`config.mk`:
```
export PLATFORM = sky130hd
export DESIGN_NAME = prng_lfsr
export DESIGN_NICKNAME = d
export VERILOG_FILES = /design/src/rtl/prng_lfsr.sv
export SDC_FILE = /design/constraint.sdc
export NUM_CORES = 1
export LEC_CHECK = 0
export BUFFER_PORTS_ARGS = -buffer_cell sky130_fd_sc_hd__buf_2
export CELL_PAD_IN_SITES_DETAIL_PLACEMENT = 2
export CELL_PAD_IN_SITES_GLOBAL_PLACEMENT = 2
export CORE_ASPECT_RATIO = 1.1
export CORE_UTILIZATION = 34
export DETAILED_ROUTE_END_ITERATION = 8
export PLACE_DENSITY_LB_ADDON = 0.1
export REMOVE_ABC_BUFFERS = 1
export SETUP_SLACK_MARGIN = 0.4
export SLEW_MARGIN = 10
export SYNTH_ARGS = -nofsm -noshare
export SYNTH_HDL_FRONTEND = slang
export SYNTH_SLANG_ARGS = --single-unit
```
`constraint.sdc`:
```
create_clock -name clk -period 3.5 [get_ports clk]
set_input_delay 0.175 -clock clk [delete_from_list [all_inputs] [get_ports clk]]
set_output_delay 0.175 -clock clk [all_outputs]
set_load 0.005 [all_outputs]
```
`src/rtl/prng_lfsr.sv`:
```
// Fibonacci LFSR that shifts one bit per clock into an OUT_W-bit word delivered over valid/ready.
// Build option LFSR_PERIOD_CHECK_EN adds a shift counter and reference register that pulse period_done.
module prng_lfsr #(
    parameter int              WIDTH      = 24,
    parameter logic [WIDTH-1:0] TAPS       = 24'hE10000,
    parameter logic [WIDTH-1:0] RESET_SEED = '1,
    parameter int              OUT_W      = 8
) (
    input  logic             clk,
    input  logic             rst,
    input  logic             load_enable,
    input  logic [WIDTH-1:0] seed,
    input  logic             run,
    output logic [OUT_W-1:0] out_data,
    output logic             out_valid,
    input  logic             out_ready,
    output logic [WIDTH-1:0] state,
    output logic             busy,
    output logic             lockup,
    output logic             period_done,
    output logic [1:0]       fsm_state
);

    localparam int CW = $clog2(OUT_W + 1);

    typedef enum logic [1:0] {
        IDLE = 2'd0,
        FILL = 2'd1,
        HOLD = 2'd2
    } fsm_t;

    fsm_t             fsm_q, fsm_d;
    logic [WIDTH-1:0] lfsr_q, lfsr_d;
    logic [OUT_W-1:0] word_q, word_d;
    logic [CW-1:0]    cnt_q, cnt_d;
    logic             lockup_q, lockup_d;
    logic             do_shift;

    logic             fb;
    logic [WIDTH-1:0] shifted;
    logic             shift_zero;
    logic [WIDTH-1:0] lfsr_shift;
    logic [OUT_W-1:0] word_shift;
    logic [OUT_W-1:0] word_first;
    logic [CW-1:0]    cnt_inc;

    // A shift that would land on all-zero is replaced by RESET_SEED; the word still takes fb.
    always_comb begin
        fb         = ^(lfsr_q & TAPS);
        shifted    = {lfsr_q[WIDTH-2:0], fb};
        shift_zero = (shifted == '0);
        lfsr_shift = shift_zero ? RESET_SEED : shifted;
        word_shift = word_q << 1;
        word_shift[0] = fb;
        word_first = '0;
        word_first[0] = fb;
        cnt_inc    = cnt_q + CW'(1);
    end

    // State register.
    always_ff @(posedge clk or posedge rst) begin
        if (rst) begin
            fsm_q    <= IDLE;
            lfsr_q   <= RESET_SEED;
            word_q   <= '0;
            cnt_q    <= '0;
            lockup_q <= 1'b0;
        end else begin
            fsm_q    <= fsm_d;
            lfsr_q   <= lfsr_d;
            word_q   <= word_d;
            cnt_q    <= cnt_d;
            lockup_q <= lockup_d;
        end
    end

    // Handshake: a word transfers on any rising edge where out_valid and out_ready are both 1;
    // out_valid never drops and out_data never changes until that transfer or a seed load.
    always_comb begin
        fsm_d    = fsm_q;
        lfsr_d   = lfsr_q;
        word_d   = word_q;
        cnt_d    = cnt_q;
        lockup_d = 1'b0;
        do_shift = 1'b0;
        if (load_enable) begin
            lfsr_d   = (seed == '0) ? RESET_SEED : seed;
            lockup_d = (seed == '0);
            word_d   = '0;
            cnt_d    = '0;
            fsm_d    = IDLE;
        end else begin
            case (fsm_q)
                IDLE: begin
                    if (run) begin
                        fsm_d = FILL;
                        cnt_d = '0;
                    end
                end
                FILL: begin
                    if (run) begin
                        do_shift = 1'b1;
                        lfsr_d   = lfsr_shift;
                        lockup_d = shift_zero;
                        word_d   = word_shift;
                        cnt_d    = cnt_inc;
                        if (cnt_inc == CW'(OUT_W)) begin
                            fsm_d = HOLD;
                        end
                    end
                end
                HOLD: begin
                    if (out_ready) begin
                        if (run) begin
                            do_shift = 1'b1;
                            lfsr_d   = lfsr_shift;
                            lockup_d = shift_zero;
                            word_d   = word_first;
                            cnt_d    = CW'(1);
                            fsm_d    = (OUT_W == 1) ? HOLD : FILL;
                        end else begin
                            word_d = '0;
                            cnt_d  = '0;
                            fsm_d  = IDLE;
                        end
                    end
                end
                default: begin
                    fsm_d = IDLE;
                end
            endcase
        end
    end

    // Outputs decode registered state only.
    always_comb begin
        out_data  = word_q;
        out_valid = (fsm_q == HOLD);
        busy      = (fsm_q == FILL);
        state     = lfsr_q;
        lockup    = lockup_q;
        fsm_state = fsm_q;
    end

`ifdef LFSR_PERIOD_CHECK_EN
    logic [WIDTH-1:0] pcnt_q;
    logic [WIDTH-1:0] ref_q;
    logic             pdone_q;

    // Reference is the state a load or reset leaves behind; a shift back onto it closes a period.
    always_ff @(posedge clk or posedge rst) begin
        if (rst) begin
            pcnt_q  <= '0;
            ref_q   <= RESET_SEED;
            pdone_q <= 1'b0;
        end else begin
            pdone_q <= 1'b0;
            if (load_enable) begin
                pcnt_q <= '0;
                ref_q  <= lfsr_d;
            end else if (do_shift) begin
                if (lfsr_shift == ref_q) begin
                    pdone_q <= 1'b1;
                    pcnt_q  <= '0;
                end else begin
                    pcnt_q <= pcnt_q + WIDTH'(1);
                end
            end
        end
    end

    assign period_done = pdone_q;
`else
    assign period_done = 1'b0;
`endif

endmodule

```
* Word level (Yosys, flattened, before mapping) *
Index checks and enable logic that the tools add are counted.

word-level totals
  register bits = 39
  output and inout bits = 38
  input port bits = 29
  logic and storage cells = 51

operators by class
  add/subtract/negate cells = 1
  reductions and logical operators = 10
  multiplexer cells = 28
  equality and inequality tests = 7

operators by type and width
  cell                                                                      number
  24-bit two-way mux                                                        5
  24-bit zero test                                                          2
  24-bit one-hot mux with 2 select lines                                    1
  8-bit two-way mux                                                         3
  24-bit parity                                                             1
  4-bit two-way mux                                                         4
  8-bit one-hot mux with 2 select lines                                     1
  4-bit one-hot mux with 3 select lines                                     1
  2-bit two-way mux                                                         5
  4-bit AND reduction                                                       2
  1-bit two-way mux                                                         6
  3-bit by 2-bit inequality test with 1-bit output (second input constant)  2
  3-bit inequality test (second input constant)                             2
  2-bit one-hot mux with 3 select lines                                     1
  4-bit by 1-bit adder with 4-bit output (second input constant)            1
  4-bit equality test (second input constant)                               1
  4-bit nonzero test                                                        1
  3-bit AND reduction                                                       1
  3-bit nonzero test                                                        1
  2-bit by 1-bit equality test with 1-bit output (second input constant)    1
  2-bit equality test (second input constant)                               1
  2-bit zero test                                                           1
  1-bit one-hot mux with 2 select lines                                     1
  2-bit AND reduction                                                       1

* Logic depth before layout (Yosys ltp) *
Gate-level depths: netlist of run 1.

  depth in word-level cells = 7
  mapped depth = 8
  mapped depth without buffers = 6

* Worst setup path before layout of run 1 *
Ideal clock, no wire load.

  path type = reg2reg
  start point = register fsm_q[0], in the netlist fsm_state[0]
  end point = register cnt_q[3]
  required time = 3.376 ns
  stages on the path, launching flop included = 8
  clock period less this slack = 1.909 ns
  arrival = 1.784 ns
  setup slack = 1.591 ns
  library setup time = 0.124 ns
  buffers on the path = 1
  cell sequence = dfrtp_1 -> inv_1 -> ha_1 -> buf_2 -> or3_1 -> a31oi_2 -> or4_1 -> nand3_1

between the ends
  cells in the longest elaborated chain, start to end = 3
  elaborated cells on any way between the ends = 10
  those cells by class = eq/ne: 5; mux: 2; reduce/logical: 3

ends and longest elaborated chain
  item                                                                                       line  text
  start: declaration                                                                         32    fsm_t fsm_q, fsm_d;
  start signal: assignment                                                                   69    fsm_q <= fsm_d;
  2-bit equality test *                                                                      --
  via out_valid                                                                              15    output logic out_valid,
  3-bit by 2-bit inequality test with 1-bit output (no source line) (tied with other cells)  --
  4-bit AND reduction (no source line) or 4-bit two-way mux (tied branches)                  --
  end signal: assignment                                                                     72    cnt_q <= cnt_d;
  end: declaration                                                                           35    logic [CW-1:0] cnt_q, cnt_d;

Mark *: on every way through the listed nets, which the timed path passes. The rest lies on a longest branch.
A chain may end at the register's enable or synchronous reset.

* Worst setup path after layout of run 1 *
  start point = register fsm_q[0], in the netlist fsm_state[0]
  end point = register lfsr_q[23], in the netlist state[23]

between the ends
  cells in the longest elaborated chain, start to end = 3
  elaborated cells on any way between the ends = 7
  those cells by class = eq/ne: 3; mux: 2; reduce/logical: 2

ends and longest elaborated chain
  item                                                                                   line  text
  2-bit equality test or 2-bit by 1-bit equality test with 1-bit output (tied branches)  93    case (fsm_q)
  24-bit one-hot mux with 2 select lines (tied with other cells)                         93
  24-bit two-way mux or 2-bit AND reduction (tied branches)                              --
  end signal: assignment                                                                 70    lfsr_q <= lfsr_d;
  end: declaration                                                                       33    logic [WIDTH-1:0] lfsr_q, lfsr_d;

Several ways; a longest one is shown, not always the timed one.

==> out/metrics.yaml, run 1 <==
drt:
  drt-total-wl_mm: 6.90
  remaining_drc_errors: 0
  first_iter_violations: 49
  ant_nets: 0
  avgViaCountPerCell: 5.37
  vias: 2109
  drt-pass1-iter-count: 4
  wire_per_inst_um: 17.6
global_routing:
  grt_start_max_net_pins: 40
  grt_pass1_wl_mm: 11.6
  grt_overflow: 0
  grt_pass1_vias: 2319
  gr-usage-all-layers_pct: 20.6
  antenna_found_initial: 0
floorplanning:
  dieArea_sq_mm: 0.00736
  initial_utilization_pct: 35.8
  pin_count: 67
  die_w_um: 81.9
  coreArea_sq_mm: 0.00667
  rows: 31
  fp.dieH_um: 89.9
outcome:
  violations: "hold timing"
  status: "complete, but fails checks"
critical_path:
  cp.required_ps: 3690
  path_class: "reg2reg"
  endpoint_kind: "register"
  start_kind: "register"
  worstPathArrival_ps: 2840
  critical_path.max_fanout: 26
sta:
  slew_viol_final: 0
  finalCriticalPeriod_ps: 2650
  max_freq_ghz: 0.377
  rsz0062_at_grt: "no"
  fin_crit_sh_pct: 75.8
  hold_viol: 4
  setup-violations-final: 0
  worst_pin_slew_ps: 840
  relSlewSlack_pct: 44.0
  setup_tns_ps: 0
  layout_setup_ws_ps: 848
  whs_ps: -3.31
  worst_clock_skew_ps: 5.50
cts:
  post-cts-setup-buffer-count: 0
  insertion_delay_ps: 290
  clk_path_buf_depth: 2
  cts_tree: "done"
  clk_transition_reported_paths_ps: 90
  cts_inserted_buffers: 5
  cts_max_level: 2
  cts_resized: 0
  cts.sinks: 39
  hold_buffers: 0
  cts_root_buf: "clkbuf_8"
layout:
  nFillCells: 787
  antennaDiodeCount: 0
  fin_util_pct: 42.4
  area.growth.synth_to_final_pct: 18.5
  drive_gt1_share_pct: 42.8
  layout.nets: 345
power:
  vdd_ir_drop_max_mv: 0.229
  pwr_density_cell_mw_per_mm2: 578
  p_leak_nw: 1.30
synth:
  ys_async_sr_fraction_pct: 100
  synth_edf_count: 0
  ys_seq_area_share_pct: 42.2
  synth_cell_types: 46
  synth_ff_type: "dfstp_2"
  ys_ff_latch: 39
  avgSynthCellArea_sq_um: 9.54
  synth_area_sq_mm: 0.00239
  synth_warnings: 0
  syn_inst: 250
placement:
  io_buffers: 65
  dpl.hpwl_mm: 5.04
  dp_slack_ps: 863
  place_congestion: 0.717
min_path:
  hold_path.class: "in2async"
flow_run:
  maxCapViolCount: 0
[power by group]
group          switching [mW]  internal (mW)  leakage (nW)
registers               0.116          0.598         0.459
clock network           0.176          0.139        0.0402
logic                   0.341          0.265         0.801
[through the flow]
stage / std cells / instance area [sq um] / total power [mW]
2_1_floorplan: 236 / 2300 / 1.08
3_3_place_gp: 385 / 2740 / 1.32
3_5_place_dp: 385 / 2740 / 1.34
4_1_cts: 393 / 2830 / 1.67
5_1_grt: 393 / 2830 / 1.76
6_report: 393 / 2830 / 1.64
[path summary, 6_finish.rpt]
kind | from | endpoint | slack (ps) | cells past startpoint
worst max register to register | fsm_state[0] | state[23] | 850 | 7
worst min-delay path | rst | out_data[6] | -3 | 3
worst max-delay path | fsm_state[0] | state[23] | 850 | 7
max in group asynchronous | rst | state[21] | 3130 | 3
min in group clk | seed[0] | state[0] | 110 | 3
worst min register to register | out_data[7] | out_data[7] | 500 | 2
[registers in the layout, indices dropped and copies added, names as in the netlist]
name       cells
cnt_q          4
fsm_state      2
lockup         1
out_data       8
state         24
[cells by family (layout without fill, tap and decap cells)]
| group | Yosys count | count (layout) | share of synthesized area (%) |
|---|---|---|---|
| simple gates | 102 | 102 | 21.0 |
| compound gates | 49 | 49 | 21.7 |
| buf+inv | 45 | 106 | 8.65 |
| flops | 39 | 39 | 42.2 |
| fa+ha+maj | 6 | 6 | 3.15 |
| xor+xnor | 4 | 4 | 1.47 |
| mux | 4 | 4 | 1.78 |
| other cells | 1 | 1 | 0.157 |
[layer usage]
layer / up-vias / GRT usage [%] / part of all wire [%]
met5: - / 0 / 0
met4: 0 / 5.85 / 1.4
met3: 7 / 3.45 / 2.6
met2: 47 / 35.6 / 51
met1: 1060 / 25.6 / 45
li1: 995 / - / -
[synth_stat cells (all sizes together) (2+ instances only)]
cell	n	area (sq um)
xnor2	3	26.3
mux2i	2	20.0
nand2	22	82.6
nand3	5	37.5
or4	7	63.8
buf	8	67.6
o21ai	11	58.8
dfrtp	15	375
nand3b	2	15.0
a221oi	23	333
ha	6	75.1
a21oi	4	23.8
dfstp	24	631
clkbuf	6	22.5
inv	31	116
nor4	7	43.8
nand4	2	12.5
nor2	53	221
mux2	2	22.5
[cell type report]
cell class,instances,area [sq um],area share (%)
clock buffers,5,68.8,2.43
clock inverters,3,20.0,0.708
inverters,31,116,4.12
multi-input cells,166,1170,41.5
flip-flops and latches,39,1010,35.6
well taps,82,103,3.63
repair buffers,67,340,12.0
[cells in the final DEF (no fill, tap or decap), drive strengths merged, types with 7 or more instances in the layout]
cell | synthesis | routed
inv | 31 | 31
nand2 | 22 | 22
nor4 | 7 | 7
or4 | 7 | 7
nor2 | 53 | 53
o21ai | 11 | 11
dfrtp | 15 | 15
buf | 8 | 67
a221oi | 23 | 23
dfstp | 24 | 24
[worst max-delay path, stage by stage (launching register included)]
cell	delay, ps
dfrtp_1	440
inv_1	120
ha_1	390
mux2i_1	140
o21ai_2	120
buf_4	310
o211a_2	800
a221oi_1	210
Note: power is estimated with default switching activity, not from simulation.
==> inputs of run 2 (changes only) <==
CORE_UTILIZATION = 28   (was 34)
clock period = 2.31 ns   (was 3.5 ns; I/O delays follow)
==> out/metrics.yaml, run 2 (synthesis gave the netlist of run 1 again) <==
layout:
  antennaDiodeCount: 0  # unchanged
  layout.nets: 356  # +3.2%
  layout_commonest_cell: "buf_2"
  area.growth.synth_to_final_pct: 28.2
  regArea_sq_mm: 0.00101  # +0.13%
  largest_reg_flops: 24  # unchanged
  multi_input_area_sq_mm: 0.00126  # +7.1%
  final_cell_mix: "buf_2 (65), nor2_1 (50), inv_1 (30)"
  fin_util_pct: 37.8  # -4.6 points
  drive_gt1_share_pct: 47.8  # +5.1 points
  fin_cells: 430  # +9.4%
  nFillCells: 937  # +19%
drt:
  ant_nets: 0  # unchanged
  first_iter_violations: 52  # +6.1%
  remaining_drc_errors: 0  # unchanged
  avgViaCountPerCell: 4.93  # -8.2%
  drt-pass1-iter-count: 3  # -1
  wire_per_inst_um: 17.1  # -2.7%
  drt-total-wl_mm: 7.34  # +6.5%
  vias: 2119  # +0.47%
global_routing:
  antenna_found_initial: 0  # unchanged
  gr-usage-all-layers_pct: 17.4  # -3.2 points
  grt_pass1_wl_mm: 12.3  # +5.7%
  grt_overflow: 0  # unchanged
  grt_start_max_net_pins: 40  # unchanged
  grt_pass1_vias: 2308  # -0.47%
flow_run:
  maxCapViolCount: 0  # unchanged
cts:
  cts_tree: "done"
  insertion_delay_ps: 290  # about the same
  clk_path_buf_depth: 2  # unchanged
  cts_inserted_buffers: 5  # unchanged
  cts_max_level: 2  # unchanged
  clk_transition_reported_paths_ps: 80  # about the same
  cts_root_buf: "clkbuf_8"
  cts.sinks: 39  # unchanged
sta:
  relSlewSlack_pct: 64.3  # +20 points
  finalCriticalPeriod_ps: 1830  # -820 ps
  setup-violations-final: 0  # unchanged
  max_freq_ghz: 0.546  # +45%
  fin_crit_sh_pct: 79.3  # +3.5 points
  worst_pin_slew_ps: 536  # -304 ps
  rsz0062_at_grt: "yes"
  slew_viol_final: 0  # unchanged
  worst_clock_skew_ps: 6.98  # +1.48 ps
  hold_viol: 0  # -4
outcome:
  status: "complete, no violations"
critical_path:
  path_buf_inv: 1  # -1
  worst_path_max_delay_cell: "dfstp_2"
  endpoint_kind: "register"
  critical_path.max_fanout: 8  # -69%
  worstPathCellList: "nor4_2 > nand4_1 > o211a_2 > buf_4 > a221oi_2"
  start_kind: "register"
  worstPathArrival_ps: 2040  # -800 ps
  cp.required_ps: 2520  # -1170 ps
  critical-path-top-delay-family: "compound AO/OA/AOI/OAI gates"
  cp_slowest_stage_delay_ps: 390  # -410 ps
  path_class: "reg2reg"
power:
  power_mw: 2.70  # +65%
  pwr_density_cell_mw_per_mm2: 884  # +53%
  vdd_ir_drop_max_mv: 0.257  # +12%
  p_leak_nw: 1.38  # +6.1%
floorplanning:
  initial_utilization_pct: 29.5  # -6.2 points
  coreArea_sq_mm: 0.00808  # +21%
  dieArea_sq_mm: 0.00890  # +21%
  die_w_um: 90.0  # +9.9%
  fp.dieH_um: 98.8  # +10%
  pin_count: 67  # unchanged
  rows: 34  # +9.7%
placement:
  placed_cells: 418  # +8.6%
  dpl.hpwl_mm: 5.23  # +3.6%
  place_congestion: 0.733  # +2.2%
  io_buffers: 65  # unchanged
min_path:
  hold_path.class: "in2reg"
## run 2: changes by cell type in the layout (fill, tap and decap cells not counted), sizes merged
cell / change
buf: +10
clkbuf: +3
clkinvlp: -2
clkinv: -1
dlygate4sd3: +1
## run 2: layout make-up
| cell class | count | share of cell area (%) |
|---|---|---|
| tap | 108 | 4.42 |
| clock buffer | 8 | 3.27 |
| sequential | 39 | 32.9 |
| multi-input combinational | 166 | 41.1 |
| timing repair buffer | 78 | 14.4 |
| inverter | 31 | 3.81 |
## run 2: path summary, 6_finish.rpt
| check | from | endpoint | slack (ps) | depth (start not counted) |
|---|---|---|---|---|
| max reg2reg | state[5] | state[4] | 480 | 5 |
| min | seed[0] | state[0] | 50 | 3 |
| max in group asynchronous | rst | fsm_state[1] | 1420 | 4 |
| min in group asynchronous | rst | out_data[6] | 490 | 4 |
| min reg2reg | out_data[7] | out_data[7] | 490 | 2 |
| max | state[5] | state[4] | 480 | 5 |
## run 2: where the power goes
| part | total (mW) | internal, mW | switching [mW] |
|---|---|---|---|
| sequential | 1.09 | 0.907 | 0.180 |
| combinational | 1.09 | 0.504 | 0.585 |
| clock | 0.528 | 0.273 | 0.255 |
## run 2: layer usage
layer / GRT usage (%) / share of wire (%)
met5: 0 / 0
met4: 4.34 / 1.2
met3: 3.47 / 3.6
met2: 29.6 / 50
met1: 22.6 / 45
## run 2: metrics by stage
step                      worst slack, ps  instance area [sq um]  hold slack (ps)  TNS, ps
final                                 479                   3060             52.1        0
after global routing                  385                   3060             64.7        0
after CTS                             408                   3010             42.2        0
after detailed placement              263                   2840              291        0
after global placement                301                   2840              290        0
after floorplan                      -234                   2300              189    -4370
## run 2: worst register-to-register path, stage by stage, from the launching register on
cell and delay (ps):
dfstp_2 390, nor4_2 340, nand4_1 200, o211a_2 320
buf_4 190, a221oi_2 300
## run 2: what timing repair did
action                     4_1_cts  5_1_grt
hold buffers                     1        0
setup endpoints to repair       36       33
buffers inserted                 3        0
pin swaps                        1        2
hold endpoints to repair        15        0
gates resized for setup          8        9
==> inputs of run 3 (changes only) <==
clock period = 1.66 ns   (was 2.31 ns; I/O delays follow)
==> out/metrics.yaml, run 3 (synthesis gave the netlist of run 1 again) <==
drt:
  drt-total-wl_mm: 8.65  # +18%
  vias: 2346  # +11%
  drt-pass1-iter-count: 3  # unchanged
  first_iter_violations: 24  # -54%
  wire_per_inst_um: 18.1  # +6.0%
  ant_nets: 0  # unchanged
  remaining_drc_errors: 0  # unchanged
  avgViaCountPerCell: 4.91  # -0.40%
sta:
  worst_clock_skew_ps: 6.00  # -0.981 ps
  rsz0062_at_grt: "yes"
  setup_tns_ps: -3140  # -3140 ps
  hold_viol: 0  # unchanged
  worst_pin_slew_ps: 536  # -0.149 ps
  fin_crit_sh_pct: 109  # +30 points
  relSlewSlack_pct: 64.3  # about the same
  max_freq_ghz: 0.553  # +1.2%
  layout_setup_ws_ps: -149  # -628 ps
  setup-violations-final: 38  # +38
  finalCriticalPeriod_ps: 1810  # -22.4 ps
  slew_viol_final: 0  # unchanged
critical_path:
  cp-startpoint: "state[15]"
  critical-path-top-delay-family: "compound AO/OA/AOI/OAI gates"
  crit-reg2reg-launch: "state[15]"
  worstPathCellList: "nor4_4 > buf_4 > nand4_1 > o211a_4 > buf_6 > a221oi_2"
  cp_slowest_stage_delay_ps: 390  # about the same
  worstPathArrival_ps: 2020  # -20 ps
  path_buf_inv: 2  # +1
  endpoint_kind: "register"
  critical_path.max_fanout: 8  # unchanged
  cp.required_ps: 1870  # -650 ps
  worst_path_max_delay_cell: "dfstp_2"
  start_kind: "register"
  path_class: "reg2reg"
layout:
  fin_util_pct: 45.4  # +7.6 points
  largest_reg_flops: 24  # unchanged
  layout.nets: 404  # +13%
  area.growth.synth_to_final_pct: 54.0
  layout_commonest_cell: "buf_2"
  fin_area_sq_mm: 0.00367  # +20%
  nFillCells: 898  # -4.2%
  drive_gt1_share_pct: 58.9  # +11 points
  final_cell_mix: "buf_2 (64), nor2_1 (49), buf_4 (47)"
  antennaDiodeCount: 0  # unchanged
cts:
  cts_tree: "done"
  cts_max_level: 2  # unchanged
  clk_transition_reported_paths_ps: 90  # about the same
  cts_root_buf: "clkbuf_8"
  cts.sinks: 39  # unchanged
  cts_inserted_buffers: 5  # unchanged
  insertion_delay_ps: 300  # about the same
  clk_path_buf_depth: 2  # unchanged
floorplanning:
  coreArea_sq_mm: 0.00808  # unchanged
  pin_count: 67  # unchanged
  rows: 34  # unchanged
  initial_utilization_pct: 29.5  # unchanged
  fp.dieH_um: 98.8  # unchanged
  die_w_um: 90.0  # unchanged
  dieArea_sq_mm: 0.00890  # unchanged
power:
  p_int_mw: 2.98  # +77%
  power_switching_mw: 1.75  # +72%
  vdd_ir_drop_max_mv: 0.426  # +66%
  switching_share_pct: 37.0  # -0.69 points
  pwr-share-seq_pct: 30.1  # -10 points
  power_mw: 4.74  # +75%
  combPwrFrac_pct: 52.2  # +12 points
  p_leak_nw: 1.71  # +24%
  pwr_density_cell_mw_per_mm2: 1290  # +46%
  clkPwrFrac_pct: 17.7  # -1.8 points
global_routing:
  gr-usage-all-layers_pct: 18.8  # +1.4 points
  grt_overflow: 0  # unchanged
  grt_start_max_net_pins: 40  # unchanged
  grt_pass1_wl_mm: 13.3  # +7.9%
  antenna_found_initial: 0  # unchanged
  grt_pass1_vias: 2580  # +12%
placement:
  io_buffers: 65  # unchanged
  place_congestion: 0.711  # -3.0%
  placed_cell_area_sq_mm: 0.00315  # +11%
  dpl.hpwl_mm: 5.89  # +13%
flow_run:
  maxCapViolCount: 0  # unchanged
outcome:
  violations: "setup timing"
  status: "complete, but fails checks"
min_path:
  hp-start: "seed[0]"
  hold_path.class: "in2reg"
## run 3: cell count changes in the layout (fill, tap and decap cells not counted), sizes merged
cell | before | now
buf | 77 | 125
clkinv | 0 | 2
clkbuf | 8 | 5
bufinv | 0 | 1
## run 3: per-layer routing
layer	wire [um]	global-route usage (%)	vias up
li1	-	-	1110
met1	3540	22.4	1177
met2	4750	35.7	50
met3	261	3.09	9
met4	94	3.35	0
met5	0	0	-
## run 3: tightest hold or removal path: stages
cell and delay [ps]:
buf_2 110, inv_1 70, a311oi_2 80
## run 3: final cells by class
cell class | count | area, sq um | area share (%)
inverter | 31 | 116 | 3.17
sequential | 39 | 1010 | 27.4
clock buffer | 5 | 68.8 | 1.87
clock inverter | 3 | 43.8 | 1.19
timing repair buffer | 126 | 858 | 23.4
multi-input combinational | 166 | 1450 | 39.3
tap | 108 | 135 | 3.68
## run 3: repair_timing
action / in CTS / in global routing
setup endpoints to repair: 41 / 41
setup buffers: 5 / 4
resized for setup: 31 / 30
endpoints found under the hold margin: 15 / 0
hold buffers: 1 / 0
pin swaps: 13 / 18
cloned: 2 / 0
## run 3: path summary, 6_finish.rpt
| path | to | slack [ps] | depth (start not counted) |
|---|---|---|---|
| worst max-delay path | state[5] | -150 | 6 |
| worst min-delay path | state[0] | 40 | 3 |
| worst max register to register | state[5] | -150 | 6 |
| worst min register to register | out_data[7] | 500 | 2 |
| max in group asynchronous | state[4] | 830 | 4 |
| min in group asynchronous | out_data[5] | 440 | 4 |
## run 3: metrics by stage
step | std cells | setup slack (ps) | hold WS, ps
floorplan | 236 | -884 | 157
global placement | 458 | -237 | 247
detailed placement | 458 | -284 | 254
CTS | 474 | -137 | 30.5
global route | 478 | -221 | 33.0
finish | 478 | -149 | 37.4
## run 3: power groups by stage
| stage | registers [mW] | clock network, mW | logic, mW |
|---|---|---|---|
| after floorplan | 1.47 | 0 | 0.807 |
| after global placement | 1.41 | 0 | 1.81 |
| after detailed placement | 1.42 | 0 | 1.86 |
| after CTS | 1.42 | 0.871 | 2.12 |
| after global routing | 1.46 | 0.898 | 2.66 |
| final | 1.43 | 0.839 | 2.47 |
